[config.mk]
export PLATFORM = sky130hd
export DESIGN_NAME = seg_scan_mux
export DESIGN_NICKNAME = d
export VERILOG_FILES = /design/src/rtl/seg_scan_mux.sv
export SDC_FILE = /design/constraint.sdc
export NUM_CORES = 1
export LEC_CHECK = 0
export ABC_AREA = 1
export CELL_PAD_IN_SITES_DETAIL_PLACEMENT = 1
export CELL_PAD_IN_SITES_GLOBAL_PLACEMENT = 1
export CORE_MARGIN = 2
export CORE_UTILIZATION = 34
export DETAILED_ROUTE_END_ITERATION = 16
export GPL_ROUTABILITY_DRIVEN = 0
export PLACE_DENSITY = 0.87
export SETUP_SLACK_MARGIN = 0.15
export SLEW_MARGIN = 0
export SYNTH_ARGS = -nofsm -noshare
export SYNTH_HDL_FRONTEND = slang
export SYNTH_SLANG_ARGS = --single-unit
[constraint.sdc]
create_clock -name clk -period 3.7 [get_ports clk]
set_input_delay 0.74 -clock clk [delete_from_list [all_inputs] [get_ports clk]]
set_output_delay 0.74 -clock clk [all_outputs]
set_load 0.05 [all_outputs]
[src/rtl/seg_scan_mux.sv]
// seg_scan_mux: time-multiplexed seven-segment display driver.
//
// Selects one of SOURCES digit sets and scans its DIGITS digits onto a shared
// segment bus with one-hot digit enables. The source changes only at a frame
// boundary, so a single frame never mixes two sources. Segment data and the
// blank mask are sampled live every cycle.
//
// Ports:
//   clk         system clock
//   rst_n       asynchronous active-low reset
//   src_seg     SOURCES*DIGITS 7-bit patterns; digit d of source s at
//               [(s*DIGITS+d)*7 +: 7], digit 0 is the rightmost
//   src_sel     requested source, values >= SOURCES ignored
//   blank       per-digit blank mask, 1 = digit dark
//   seg_out     registered segment pattern of the driven digit
//   dig_en      registered one-hot digit enable, active-high
//   frame_start one-cycle pulse for the first slot cycle of each frame
//   active_src  source currently displayed
module seg_scan_mux #(
  parameter int unsigned DIGITS   = 4,
  parameter int unsigned SOURCES  = 2,
  parameter int unsigned PRESCALE = 50000,
  localparam int unsigned SEL_W   = $clog2(SOURCES)
) (
  input  logic                         clk,
  input  logic                         rst_n,
  input  logic [SOURCES*DIGITS*7-1:0]  src_seg,
  input  logic [SEL_W-1:0]             src_sel,
  input  logic [DIGITS-1:0]            blank,
  output logic [6:0]                   seg_out,
  output logic [DIGITS-1:0]            dig_en,
  output logic                         frame_start,
  output logic [SEL_W-1:0]             active_src
);

  localparam int unsigned DigW = $clog2(DIGITS);
  localparam int unsigned CntW = $clog2(PRESCALE);

  // Scan pointer and selected source.
  logic [DigW-1:0]   dig_q, dig_d;
  logic [CntW-1:0]   cnt_q, cnt_d;
  logic [SEL_W-1:0]  active_src_q, active_src_d;

  // Registered outputs.
  logic [6:0]        seg_out_q, seg_out_d;
  logic [DIGITS-1:0] dig_en_q, dig_en_d;
  logic              frame_start_q, frame_start_d;

  logic cnt_last, dig_last, frame_end;
  logic [6:0] seg_sel;
  logic       blank_sel;

  // Pointer advance and frame-synchronous source load.
  always_comb begin
    cnt_last     = (cnt_q == CntW'(PRESCALE - 1));
    dig_last     = (dig_q == DigW'(DIGITS - 1));
    frame_end    = cnt_last && dig_last;
    cnt_d        = cnt_last ? '0 : cnt_q + 1'b1;
    dig_d        = dig_q;
    if (cnt_last) begin
      dig_d = dig_last ? '0 : dig_q + 1'b1;
    end
    active_src_d = active_src_q;
    if (frame_end && (32'(src_sel) < SOURCES)) begin
      active_src_d = src_sel;
    end
  end

  // Select the current digit's pattern and blank bit from the live inputs.
  always_comb begin
    seg_sel   = '0;
    blank_sel = 1'b0;
    for (int d = 0; d < int'(DIGITS); d++) begin
      if (dig_q == DigW'(d)) begin
        blank_sel = blank[d];
        for (int s = 0; s < int'(SOURCES); s++) begin
          if (active_src_q == SEL_W'(s)) begin
            seg_sel = src_seg[(s*int'(DIGITS)+d)*7 +: 7];
          end
        end
      end
    end
  end

  // Output next-state: cnt == 0 is the dead cycle with every digit off.
  always_comb begin
    seg_out_d     = blank_sel ? 7'b0 : seg_sel;
    dig_en_d      = '0;
    if ((cnt_q != '0) && !blank_sel) begin
      dig_en_d = DIGITS'(1) << dig_q;
    end
    frame_start_d = (cnt_q == '0) && (dig_q == '0);
  end

  always_ff @(posedge clk or negedge rst_n) begin
    if (!rst_n) begin
      dig_q         <= '0;
      cnt_q         <= '0;
      active_src_q  <= '0;
      seg_out_q     <= '0;
      dig_en_q      <= '0;
      frame_start_q <= 1'b0;
    end else begin
      dig_q         <= dig_d;
      cnt_q         <= cnt_d;
      active_src_q  <= active_src_d;
      seg_out_q     <= seg_out_d;
      dig_en_q      <= dig_en_d;
      frame_start_q <= frame_start_d;
    end
  end

  assign seg_out     = seg_out_q;
  assign dig_en      = dig_en_q;
  assign frame_start = frame_start_q;
  assign active_src  = active_src_q;

endmodule

==> results.cfg <==
[clocking]
cts_tree = done
cts_sinks = 31
htree_num_levels = 2
clk_latency_ns = 0.29
cts.path.max_buffers = 2
path_clk_slew_ns = 0.07
cts_root_buf = clkbuf_8
holdBufCountCts = 0
post_cts_resized = 0
numCtsBuffers = 5
postCtsSetupRepairBufs = 0

[power]
p_per_area_mw_per_mm2 = 259
leakage_uw = 0.00160
max-vdd-ir-drop_v = 0.000152

[worst_setup_path]
arrival_ns = 1.84
path_class = flip-flop to primary output
required_ns = 2.96
path_max_fanout = 38
cp-startpoint = active_src
rrSetupSlack_ns = 1.73
start_kind = flip-flop
regToRegStartpoint = dig_q[0]
reg2reg_depth = 8
worstReg2RegEnd = dig_en[2]
critPathCaptureType = primary output
setup.worst_path.end = active_src

[run_status]
status = completed

[floorplan]
die_area_mm2 = 0.00735
die_h_um = 85.7
die_w_um = 85.7
core-area_mm2 = 0.00639
rows = 29
io_pins = 76
start_util = 0.355

[timing]
fin_ws_ns = 1.12
relSlewSlack = 0.523
skew_ns = 0.00758
finalHoldViolations = 0
slew_violations = 0
fmax_mhz = 388
rsz0062_at_grt = no
finalCritPeriodShare = 0.697
setup_viol = 0
fin_tns_setup_ns = 0
layout_min_cycle_time_ns = 2.58
tightest_slew_ns = 0.715

[yosys]
synth.area.mux_share = 0
syn_area_mm2 = 0.00227
syn_area_per_cell_um2 = 6.36
synth_top_family_by_area = simple AND/OR/NAND/NOR gates
synthAdderAreaFrac = 0.0386
synth_cells = 357
yosys.area.top_type = dfrtp_1
synth.area.top_cells = dfrtp_1 34%, nand2_1 17%, inv_1 9.9%
yosysTopAreaCellShare = 0.342
synth_xor_area_frac = 0.0193
synth.distinct_cells = 24
synth-compound-area-share = 0.0551
yosysWarningCount = 0
synth-seq-cells = 31
yosys.area_share.simple = 0.416
syn_nets = 427
ys_seq_area_frac = 0.342

[global_route]
gr-total-overflow = 0
grt_first_pass_wirelength_um = 13000
grt_pass1_vias = 2807
grt_max_degree = 39
antenna_found_initial = 0
grt.total_usage = 0.224

[hold_path]
hold_class = flip-flop to flip-flop

[cells_and_area]
final_cell_mix = 102 x nand2_1, 75 x clkdlybuf4s50_1, 60 x inv_1
finalNonFillerCells = 510
fin_util = 0.500
layout-area-overhead-vs-synth_pct = 40.7
final_common_cell = nand2_1
diodes = 0
nets = 502
drive_gt1_frac = 0.0647

[placed_design]
pre_cts_slack_ns = 1.43
place_inst = 502
place_hpwl_um = 5650
port_buffers = 75

[job]
drv_cap = 0

[detailed_routing]
num_vias = 2496
avgViaCountPerCell = 4.89
wl_per_cell_um = 14.8
wirelength_um = 7560
first_iter_violations = 59
drc = 0
drt_first_pass_iters = 4
ant_nets = 0
-- worst min-delay path by stage --
stage	to	slack, ns	from	cells past startpoint
5_1_grt	cnt_q[0]	0.60	cnt_q[0]	1
4_1_cts	cnt_q[0]	0.56	cnt_q[0]	1
3_5_place_dp	cnt_q[0]	0.54	cnt_q[0]	1
3_3_place_gp	cnt_q[0]	0.52	cnt_q[0]	1
6_report	cnt_q[0]	0.56	cnt_q[0]	1
2_1_floorplan	active_src	0.44	rst_n	0
-- where the power goes --
group          switching (µW)  total, µW  internal [µW]  leakage, µW
clock network             138        355            218    0.0000612
logic                    52.6        128           75.7      0.00114
registers                1.56        345            343     0.000404
total                     192        828            637      0.00160
-- layout make-up --
type	count	area, µm²
fillers	837	3190
multi-input cells	255	1200
flip-flops and latches	31	776
repair buffers	77	766
inverters	62	238
well taps	77	96.3
clock buffers	6	82.6
clock inverters	2	35.0
-- worst max-delay path, stage by stage, from the launching register on --
cell and delay, ns:
dfrtp_1 0.32, buf_4 0.33, clkdlybuf4s50_1 0.89
-- synthesized netlist by cell type --
library cell	number
nand4_1	4
nor2_1	55
dfrtp_1	31
nand2_1	102
o21ai_0	9
o21ai_2	2
buf_6	1
inv_2	1
o21ai_1	2
nor2_4	2
buf_2	6
clkinv_4	1
nor2_2	4
inv_1	60
nor3_1	1
a21oi_1	9
buf_4	2
nand2_2	7
nand3_1	43
nand3_2	1
ha_1	7
nand3b_1	1
xor2_1	5
o21bai_1	1
-- logic make-up (layout without fill, tap and decap cells) --
family	count (synthesis)	in the layout
compound gates	23	23
xor+xnor	5	5
fa+ha+maj	7	7
buf+inv	71	147
flops	31	31
simple gates	220	220
-- through the flow --
step	hold slack, ns	total power [µW]	cell area (µm²)
finish	0.564	828	3190
global placement	0.524	478	3080
detailed placement	0.544	480	3080
CTS	0.558	836	3190
global route	0.605	861	3190
floorplan	0.444	391	2270
-- layer usage --
layer | routed length (µm) | up-vias | track usage
met3 | 333 | 14 | 0.0472
met2 | 3900 | 58 | 0.420
met1 | 3200 | 1191 | 0.255
met4 | 129 | 0 | 0.0635
li1 | - | 1233 | -
met5 | 0 | - | 0
-- flip-flops by register name (all words and copies together) (netlist names) --
register	count
dig_q	2
cnt_q	16
seg_out	7
frame_start	1
active_src	1
dig_en	4
No activity file was read; power rests on OpenSTA's default activity.
